### config.mk
export PLATFORM = sky130hd
export DESIGN_NAME = nr_divider_seq
export DESIGN_NICKNAME = d
export VERILOG_FILES = /design/src/rtl/nr_divider_seq.sv
export SDC_FILE = /design/constraint.sdc
export NUM_CORES = 1
export LEC_CHECK = 0
export CELL_PAD_IN_SITES_DETAIL_PLACEMENT = 0
export CELL_PAD_IN_SITES_GLOBAL_PLACEMENT = 1
export CORE_ASPECT_RATIO = 0.6
export CORE_MARGIN = 10
export CORE_UTILIZATION = 30
export CTS_BUF_LIST = sky130_fd_sc_hd__clkbuf_4
export DETAILED_ROUTE_END_ITERATION = 10
export HOLD_SLACK_MARGIN = 0.12
export PLACE_DENSITY_LB_ADDON = 0.08
export SLEW_MARGIN = 0
export SYNTH_ARGS = -nofsm -noshare
export SYNTH_HDL_FRONTEND = slang
export SYNTH_SLANG_ARGS = --single-unit
### constraint.sdc
create_clock -name clk -period 7.9 [get_ports clk]
set_clock_uncertainty 0.05 [all_clocks]
set_input_delay 1.58 -clock clk [delete_from_list [all_inputs] [get_ports clk]]
set_output_delay 1.58 -clock clk [all_outputs]
set_load 0.02 [all_outputs]
### src/rtl/nr_divider_seq.sv
// Sequential unsigned non-restoring divider that retires one quotient bit per clock.
// It has valid/ready handshakes on both sides, a final remainder fix-up, and divide-by-zero detection.
module nr_divider_seq #(
    parameter int N     = 8,
    parameter int CNT_W = $clog2(N + 1)
) (
    input  logic         clk,
    input  logic         rst,
    input  logic         in_valid,
    output logic         in_ready,
    input  logic [N-1:0] dividend,
    input  logic [N-1:0] divisor,
    output logic         out_valid,
    input  logic         out_ready,
    output logic [N-1:0] quotient,
    output logic [N-1:0] remainder,
    output logic         div_by_zero,
    output logic         busy
);

    typedef enum logic [1:0] {
        IDLE = 2'd0,
        CALC = 2'd1,
        FIX  = 2'd2,
        DONE = 2'd3
    } state_t;

    state_t         state_q;
    logic [N:0]     p_q;
    logic [N-1:0]   a_q;
    logic [N-1:0]   d_q;
    logic [CNT_W-1:0] cnt_q;
    logic [N-1:0]   quot_q;
    logic [N-1:0]   rem_q;
    logic           dbz_q;
    logic           in_ready_q;
    logic           out_valid_q;
    logic           busy_q;

    logic [N:0]     shift_p_s;
    logic [N:0]     p_d;
    logic [N-1:0]   a_d;
    logic [N-1:0]   fix_r_d;

    // One add/subtract iteration plus the final remainder correction.
    // The correction is done modulo 2^N: the corrected value always lies in [0, D).
    always_comb begin
        shift_p_s = {p_q[N-1:0], a_q[N-1]};
        if (!p_q[N]) begin
            p_d = shift_p_s - {1'b0, d_q};
        end else begin
            p_d = shift_p_s + {1'b0, d_q};
        end
        a_d = {a_q[N-2:0], ~p_d[N]};
        if (p_q[N]) begin
            fix_r_d = p_q[N-1:0] + d_q;
        end else begin
            fix_r_d = p_q[N-1:0];
        end
    end

    // Control FSM, datapath registers and registered handshake outputs.
    always_ff @(posedge clk) begin
        if (rst) begin
            state_q     <= IDLE;
            p_q         <= '0;
            a_q         <= '0;
            d_q         <= '0;
            cnt_q       <= '0;
            quot_q      <= '0;
            rem_q       <= '0;
            dbz_q       <= 1'b0;
            in_ready_q  <= 1'b1;
            out_valid_q <= 1'b0;
            busy_q      <= 1'b0;
        end else begin
            case (state_q)
                IDLE: begin
                    if (in_valid && in_ready_q) begin
                        p_q        <= '0;
                        a_q        <= dividend;
                        d_q        <= divisor;
                        cnt_q      <= CNT_W'(N);
                        in_ready_q <= 1'b0;
                        busy_q     <= 1'b1;
                        if (divisor == '0) begin
                            quot_q  <= '1;
                            rem_q   <= dividend;
                            dbz_q   <= 1'b1;
                            state_q <= DONE;
                        end else begin
                            state_q <= CALC;
                        end
                    end
                end
                CALC: begin
                    p_q   <= p_d;
                    a_q   <= a_d;
                    cnt_q <= cnt_q - CNT_W'(1);
                    if (cnt_q == CNT_W'(1)) begin
                        state_q <= FIX;
                    end
                end
                FIX: begin
                    quot_q  <= a_q;
                    rem_q   <= fix_r_d;
                    dbz_q   <= 1'b0;
                    state_q <= DONE;
                end
                DONE: begin
                    // out_valid rises one cycle after DONE is entered.
                    // It then drops on the edge that completes the handshake.
                    if (!out_valid_q) begin
                        out_valid_q <= 1'b1;
                    end else if (out_ready) begin
                        out_valid_q <= 1'b0;
                        in_ready_q  <= 1'b1;
                        busy_q      <= 1'b0;
                        state_q     <= IDLE;
                    end
                end
                default: begin
                    state_q     <= IDLE;
                    in_ready_q  <= 1'b1;
                    out_valid_q <= 1'b0;
                    busy_q      <= 1'b0;
                end
            endcase
        end
    end

    assign in_ready    = in_ready_q;
    assign out_valid   = out_valid_q;
    assign quotient    = quot_q;
    assign remainder   = rem_q;
    assign div_by_zero = dbz_q;
    assign busy        = busy_q;

endmodule

==> results of run 1 <==
[logic make-up (layout without fill, tap and decap cells)]
logic type / count (synthesis) / count (layout) / share of synthesized area
AOI/OAI and AO/OA: 102 / 102 / 0.227
xor gates and xnor gates: 15 / 15 / 0.0448
adders and majority gates: 25 / 25 / 0.112
buffers and inverters: 32 / 65 / 0.0435
DFF: 51 / 51 / 0.348
muxes: 11 / 11 / 0.0397
and+or+nand+nor: 119 / 119 / 0.184
[sequential cells by signal (all words and copies together) (netlist names)]
| register | count |
|---|---|
| in_ready | 1 |
| quotient | 8 |
| state_q | 2 |
| busy | 1 |
| cnt_q | 4 |
| p_q | 9 |
| d_q | 8 |
| out_valid | 1 |
| a_q | 8 |
| div_by_zero | 1 |
| remainder | 8 |
[synthesized netlist by cell type (all sizes together) (2+ instances only)]
| cell type | instances | area (um2) |
|---|---|---|
| a41oi | 2 | 17.5 |
| buf | 2 | 15.0 |
| nor2b | 3 | 18.8 |
| nor4b | 3 | 26.3 |
| a21boi | 2 | 26.3 |
| inv | 17 | 63.8 |
| nand2 | 37 | 139 |
| xor2 | 10 | 87.6 |
| nand2b | 3 | 18.8 |
| a31oi | 3 | 18.8 |
| mux2 | 5 | 56.3 |
| nor3b | 2 | 15.0 |
| clkbuf | 13 | 48.8 |
| o2111ai | 2 | 17.5 |
| o22ai | 2 | 12.5 |
| a21o | 2 | 15.0 |
| a222oi | 6 | 60.1 |
| a21oi | 36 | 184 |
| dfxtp | 51 | 1020 |
| nor2 | 47 | 179 |
| nor3 | 8 | 40.0 |
| or3 | 3 | 23.8 |
| fa | 2 | 40.0 |
| xnor2 | 5 | 43.8 |
| o21bai | 2 | 15.0 |
| nand3 | 7 | 35.0 |
| ha | 23 | 288 |
| or4 | 2 | 15.0 |
| and3b | 2 | 17.5 |
| a211oi | 8 | 60.1 |
| a22oi | 9 | 67.6 |
| o21ai | 20 | 104 |
| mux2i | 6 | 60.1 |
| a311oi | 2 | 17.5 |
[layout make-up]
cell class | instances | area (um2)
clock buffer | 5 | 37.5
clock inverter | 3 | 26.3
fill | 961 | 5870
inverter | 17 | 63.8
multi-input combinational | 272 | 1780
sequential | 51 | 1020
tap | 130 | 163
timing repair buffer | 40 | 393
[power groups by stage]
stage	clock network (mW)	registers [mW]	logic (mW)
finish	0.132	0.393	0.576
global route	0.149	0.404	0.660
CTS	0.140	0.392	0.578
detailed placement	0	0.398	0.575
global placement	0	0.399	0.576
floorplan	0	0.383	0.429
[worst max-delay path, cell delays in order]
cell             delay (ns)
clkdlybuf4s50_1        0.47
nand3_1                0.40
or3_4                  0.58
a21boi_4               0.22
a222oi_1               0.38
nor2_1                 0.06
[per-stage QoR]
step / setup WS [ns] / instance area (um2) / hold slack (ns) / std cells / util
floorplan: 4.65 / 2930 / 0.400 / 355 / -
global placement: 4.02 / 3420 / 0.393 / 510 / 0.366
detailed placement: 3.98 / 3420 / 0.396 / 510 / 0.366
CTS: 4.42 / 3490 / 0.418 / 518 / 0.373
global route: 4.23 / 3490 / 0.443 / 518 / 0.373
finish: 4.40 / 3490 / 0.414 / 518 / 0.373
[metal layers]
layer / vias up / global-route usage
li1: 1353 / -
met1: 1144 / 0.182
met2: 45 / 0.161
met3: 4 / 0.0316
met4: 0 / 0.0246
met5: - / 0
[final timing paths]
kind,start,end,slack (ns)
min reg2reg,quotient[5],quotient[5],0.41
max,in_valid,remainder[3],4.40
min,quotient[5],quotient[5],0.41
max reg2reg,p_q[8],a_q[0],4.61
[layout by cell type (no fill, tap or decap), types with 3 or more instances in the layout]
master / netlist / routed
xor2_1: 10 / 10
clkbuf_4: 0 / 5
a31oi_1: 3 / 3
a211oi_1: 8 / 8
a222oi_1: 6 / 6
nor3_1: 8 / 8
mux2i_1: 6 / 6
mux2_2: 5 / 5
ha_1: 23 / 23
nand3_1: 7 / 7
nand2b_1: 3 / 3
inv_1: 16 / 16
clkdlybuf4s50_1: 0 / 38
xnor2_1: 5 / 5
nor2_1: 46 / 46
nor4b_1: 3 / 3
nand2_1: 37 / 37
a22oi_1: 9 / 9
o21ai_0: 18 / 18
a21oi_1: 35 / 35
dfxtp_1: 51 / 51
nor2b_1: 3 / 3
==> reports/summary.txt, run 1 <==
Status -> finished, final reports clean
DR pass1 iterations -> 5
Dpl hpwl -> 6.35 mm
Switching Power -> 0.510 mW
Startpoint types -> primary input
Uppermost layer routed -> met4
Final Hold Viols -> 0
DR WL/cell -> 16.0 um
Port Buffer Count -> 39
Max-cap violations -> 0
Unrepaired setup endpoints after global routing -> no
Routed wire length -> 8.30 mm
Core area -> 9360 um2
Leakage -> 1.35 nW
Fin crit period -> 3.50 ns
Syn-to-layout area delta -> 18.9%
Total chip power -> 1.10 mW
Clock Sinks -> 51
M1 wire length -> 4.83 mm
Clock root buffer master -> clkbuf_4
Peak VDD IR -> 0.193 mV
WHS Path Cells -> 2
Max Freq -> 286 MHz
CTS max path bufs -> 2
Num ports -> 40
Clock latency at the later pin of the worst-skew pair -> 0.39 ns
Vias in the first global route -> 2479
Chip Width -> 148 um
Slew margin rel. -> 0.243
Die Height -> 96.6 um
Post-CTS Setup Bufs -> 0
Syn nets -> 400
Antenna diodes -> 0
CTS tree -> built
Initial Util -> 0.313
Worst-path clk slew -> 0.18 ns
DIE AREA -> 14300 um2
Slew Limit Fails -> 0
Worst Path Arrival -> 3.70 ns
Final Net Count -> 432
Combinational power share -> 0.523
Mapped Area -> 2930 um2
Drt drc -> 0
Vias/cell -> 4.92
Post-Synthesis Cells -> 355
H-tree depth -> 2
First-pass GRT wire length -> 13.7 mm
CTS Buf Count -> 5
Routed Antenna Nets -> 0
Worst EP required -> 8.10 ns
Total negative slack -> 0 ns
Worst Hold Class -> reg2reg
Switch share -> 0.463
DR WL met3 -> 374 um
Largest net degree at the start of global routing -> 55
Yosys reg bits -> 51
Metal2 WL -> 3.06 mm
Total track usage -> 0.120
Share of cells above drive strength 1 -> 0.0541
Path depth of the worst reg2reg path -> 8
Power per cell area -> 316 nW/um2
Internal power -> 0.591 mW
Final period util -> 0.443
Antenna violations before repair -> 0
Top FF cell, synth -> dfxtp_1
Gpl congestion -> 0.804
Post-synthesis sequential area ratio -> 0.348
Ys async rst share -> 0
CP max FO -> 17
Flop pwr share -> 0.357
Yosys synthesis warning count -> 0
# setup viols final -> 0
Power share of the clock group -> 0.120
Hold_buf cts -> 0
Via count -> 2546
Number of cell rows -> 27
Synth cell types -> 50
Setup crit end kind -> flop
Syn avg cell area -> 8.26 um2
Worst-margin pin slew -> 1.14 ns
GRT overflow -> 0
Initial drt markers -> 103
WS Path Type -> in2reg
CTS resizes -> 0
EDFF count, synth -> 0
Note: power is estimated with default switching activity, not from simulation.
==> run 2, diff against run 1 <==
- clock period: 7.9 -> 3.2 ns (I/O delays scaled with it)
==> reports/summary.txt, run 2 (same netlist as run 1, synthesis figures left out) <==
Slew margin rel. -> 0.609
Hold endpoint -> quotient[2]
DIE AREA -> 14300 um2
Gpl congestion -> 0.830
Placed Area -> 3510 um2
Hold_buf cts -> 0
CTS max path bufs -> 2
Fin crit period -> 2.85 ns
WHS Path Cells -> 2
Reg2Reg Setup Slack -> 0.35 ns
Grt peak-use layer -> met1
Antenna violations before repair -> 0
Path depth of the worst reg2reg path -> 10
First-pass GRT wire length -> 14.4 mm
Worst R2R End -> a_q[0]
Worst Path Arrival -> 3.11 ns
GRT overflow -> 0
Peak VDD IR -> 0.380 mV
Via count -> 2664
Worst-path clk slew -> 0.18 ns
Share of cells above drive strength 1 -> 0.0825
Initial Util -> 0.313
WS Path Type -> reg2reg
Clock root buffer master -> clkbuf_4
Syn-to-layout area delta -> 21.9%
Unrepaired setup endpoints after global routing -> no
Worst Hold Class -> reg2reg
Met1 usage -> 0.189
CTS tree -> built
Total track usage -> 0.126
Worst-margin pin slew -> 0.587 ns
Met2 usage -> 0.175
Design Area, Final -> 3570 um2
CTS resizes -> 0
Largest net degree at the start of global routing -> 31
Worst EP required -> 3.46 ns
Die Height -> 96.6 um
Leakage -> 1.40 nW
Slew Limit Fails -> 0
Number of cell rows -> 27
Final Hold Viols -> 0
DR pass1 iterations -> 5
Routing usage on met3 -> 0.0339
Most frequent cells in the layout -> 51 x dfxtp_1, 46 x nor2_1, 38 x clkdlybuf4s50_1
Dpl hpwl -> 6.81 mm
Setup crit end kind -> flop
DR WL/cell -> 16.7 um
Top reg by flops -> p_q
Post-CTS Setup Bufs -> 0
# setup viols final -> 0
Routed Antenna Nets -> 0
Chip Width -> 148 um
Status -> finished, final reports clean
Core area -> 9360 um2
Power per cell area -> 784 nW/um2
Drt drc -> 0
Commonest non-fill, non-tap cell in the layout -> dfxtp_1
Clock latency at the later pin of the worst-skew pair -> 0.40 ns
Max reg flops -> 9
Pre-CTS WS -> 0.282 ns
Vias in the first global route -> 2617
Total negative slack -> 0 ns
CP max FO -> 5
Final Net Count -> 444
Vias/cell -> 5.03
Clock Sinks -> 51
Worst setup margin -> 0.347 ns
Final period util -> 0.892
H-tree depth -> 2
Max-cap violations -> 0
Routed wire length -> 8.85 mm
Num ports -> 40
Antenna diodes -> 0
Total chip power -> 2.80 mW
Hold Path Origin -> quotient[2]
Startpoint types -> flop
Port Buffer Count -> 39
Initial drt markers -> 231
Max Freq -> 350 MHz
Fillcell total -> 975
Worst R2R Start -> d_q[2]
CTS Buf Count -> 5
## run 2: cell count changes in the layout (fill, tap and decap cells not counted), sizes merged
cell      previous run  this run
buf                  2        14
clkinvlp             0         2
clkinv               1         0
inv                 19        18
## run 2: final cells by class
class,count,area [um2],area share
Tap cell,130,163,0.0455
Timing Repair Buffer,52,483,0.135
Clock buffer,5,37.5,0.0105
Multi-Input combinational cell,272,1780,0.499
Clock inverter,3,23.8,0.00665
Sequential cell,51,1020,0.286
Inverter,17,63.8,0.0179
## run 2: through the flow
stage          utilization  std cells  hold slack [ns]
6_report             0.382        530            0.415
5_1_grt              0.382        530            0.437
4_1_cts              0.382        530            0.418
3_5_place_dp         0.375        522            0.396
3_3_place_gp         0.375        522            0.394
2_1_floorplan            -        355            0.400
## run 2: per-layer routing
layer  share of wire  wire [um]  up-vias
met5               0          0        -
met4          0.0077         68        0
met3           0.047        416        9
met2            0.37       3300       58
met1            0.57       5060     1235
li1                -          -     1362
## run 2: worst max-delay path, stage by stage (launching register included)
cell and delay [ns]:
dfxtp_1 0.34, nor2_1 0.24, nor4b_1 0.41, nor2_1 0.09
xor2_1 0.17, ha_1 0.35, a41oi_1 0.20, o21ai_0 0.16
o31a_1 0.28, or3_1 0.32, and3_1 0.15
## run 2: worst max path at each step
| stage | from | endpoint | slack, ns | cells after the start |
|---|---|---|---|---|
| floorplan | p_q[8] | a_q[0] | 0.09 | 10 |
| global placement | divisor[4] | remainder[3] | 0.32 | 6 |
| detailed placement | divisor[4] | remainder[3] | 0.28 | 6 |
| CTS | d_q[1] | a_q[0] | 0.34 | 10 |
| global route | d_q[1] | p_q[7] | 0.05 | 11 |
| finish | d_q[2] | a_q[0] | 0.35 | 10 |
## run 2: power breakdown
group | switching, mW | leakage (nW) | internal, mW
clock network | 0.239 | 0.0278 | 0.0884
logic | 0.913 | 0.961 | 0.634
registers | 0.140 | 0.416 | 0.787
total | 1.29 | 1.40 | 1.51
==> run 3, diff against run 2 <==
--- a/config.mk
+++ b/config.mk
@@ -13,5 +13,5 @@
 export CTS_BUF_LIST = sky130_fd_sc_hd__clkbuf_4
 export DETAILED_ROUTE_END_ITERATION = 10
-export HOLD_SLACK_MARGIN = 0.12
+export GPL_TIMING_DRIVEN = 1
 export PLACE_DENSITY_LB_ADDON = 0.08
 export SLEW_MARGIN = 0
==> constraint.sdc (replaced) <==
create_clock -name clk -period 3.2 [get_ports clk]
set_clock_uncertainty 0.05 [all_clocks]
set_input_delay 0.96 -clock clk [delete_from_list [all_inputs] [get_ports clk]]
set_output_delay 0.96 -clock clk [all_outputs]
set_load 0.02 [all_outputs]
==> reports/summary.txt, run 3 (same netlist as run 1, synthesis figures left out) <==
Status -> finished, final reports clean
DR WL met3 -> 380 um
Syn-to-layout area delta -> 23.3%
Uppermost layer routed -> met4
Final Hold Viols -> 0
Max-cap violations -> 0
Pre-CTS WS -> 0.0243 ns
Number of cell rows -> 27
Total negative slack -> 0 ns
Drt drc -> 0
Routed Antenna Nets -> 0
DIE AREA -> 14300 um2
Final period util -> 0.939
Max reg flops -> 9
Max Freq -> 333 MHz
Gpl congestion -> 0.784
Antenna diodes -> 0
Most frequent cells in the layout -> 51 x dfxtp_1, 46 x nor2_1, 38 x clkdlybuf4s50_1
Critical path buffers and inverters -> 1
Peak VDD IR -> 0.372 mV
Die Height -> 96.6 um
Hold Path Origin -> quotient[6]
M1 wire length -> 4.95 mm
WS Path Type -> reg2reg
Slew margin rel. -> 0.306
Worst-margin pin slew -> 1.04 ns
CTS tree -> built
Max stage delay on crit path -> 0.44 ns
Final Net Count -> 446
Dpl hpwl -> 6.59 mm
GRT overflow -> 0
First-pass GRT wire length -> 14.0 mm
Slew Limit Fails -> 0
Clock Sinks -> 51
Worst Path Arrival -> 3.26 ns
Worst R2R Start -> d_q[1]
Core area -> 9360 um2
Via count -> 2644
Metal2 WL -> 3.23 mm
Commonest non-fill, non-tap cell in the layout -> dfxtp_1
Leakage -> 1.42 nW
Placed Area -> 3550 um2
Vias in the first global route -> 2599
DR pass1 iterations -> 4
Hold_buf cts -> 0
Total track usage -> 0.123
# setup viols final -> 0
Worst setup margin -> 0.194 ns
Routed wire length -> 8.61 mm
Setup crit start -> d_q[1]
Worst Hold Class -> reg2reg
H-tree depth -> 2
Startpoint types -> flop
Initial Util -> 0.313
Port Buffer Count -> 39
CTS max path bufs -> 2
Chip Width -> 148 um
Num ports -> 40
Setup crit end kind -> flop
CP top delay family -> compound AO/OA/AOI/OAI gates
Worst EP required -> 3.45 ns
Crit path cell chain -> inv_1, ha_1, mux2_2, fa_1, a21o_1, a41oi_1, o21ai_0, o31a_1, or3_1, and3_1
Worst-path clk slew -> 0.18 ns
CTS Buf Count -> 5
Share of cells above drive strength 1 -> 0.0871
Clock latency at the later pin of the worst-skew pair -> 0.40 ns
CTS resizes -> 0
Unrepaired setup endpoints after global routing -> no
Antenna violations before repair -> 0
Vias/cell -> 4.97
Max stage delay cell, worst path -> fa_1
Clock root buffer master -> clkbuf_4
Initial drt markers -> 162
DR WL/cell -> 16.2 um
Post-CTS Setup Bufs -> 0
Top reg by flops -> p_q
Largest net degree at the start of global routing -> 55
Design Area, Final -> 3610 um2
CP max FO -> 2
Power per cell area -> 768 nW/um2
Fin crit period -> 3.01 ns
-- run 3: final cells by class --
cell class                      instances  area (um2)
Tap cell                              130         163
Sequential cell                        51        1020
Clock buffer                            5        37.5
Timing Repair Buffer                   54         523
Clock inverter                          3        23.8
Fill cell                             968        5740
Inverter                               17        63.8
Multi-Input combinational cell        272        1780
-- run 3: final timing paths --
kind	end	slack (ns)	cells after the start
worst max register to register	a_q[0]	0.19	10
worst min-delay path	quotient[6]	0.41	2
worst min register to register	quotient[6]	0.41	2
worst max-delay path	a_q[0]	0.19	10
-- run 3: worst register-to-register path, stage by stage (launching register included) --
cell and delay, ns:
dfxtp_1 0.38, inv_1 0.11, ha_1 0.28, mux2_2 0.30, fa_1 0.44, a21o_1 0.20
a41oi_1 0.19, o21ai_0 0.19, o31a_1 0.31, or3_1 0.34, and3_1 0.15
-- run 3: power breakdown --
group | leakage [nW] | switching, mW | internal [mW]
registers | 0.416 | 0.140 | 0.787
clock network | 0.0278 | 0.236 | 0.0885
logic | 0.978 | 0.895 | 0.628
total | 1.42 | 1.27 | 1.50
-- run 3: layer usage --
layer,global-route usage,vias up
met1,0.185,1216
met4,0.0255,0
met2,0.170,49
met5,0,-
li1,-,1374
met3,0.0311,5
-- run 3: stage by stage --
step | util | std cells | hold slack (ns) | power (mW)
2_1_floorplan | - | 355 | 0.400 | 2.00
3_3_place_gp | 0.380 | 524 | 0.393 | 2.46
3_5_place_dp | 0.380 | 524 | 0.396 | 2.47
4_1_cts | 0.386 | 532 | 0.417 | 2.80
5_1_grt | 0.386 | 532 | 0.436 | 3.06
6_report | 0.386 | 532 | 0.411 | 2.77
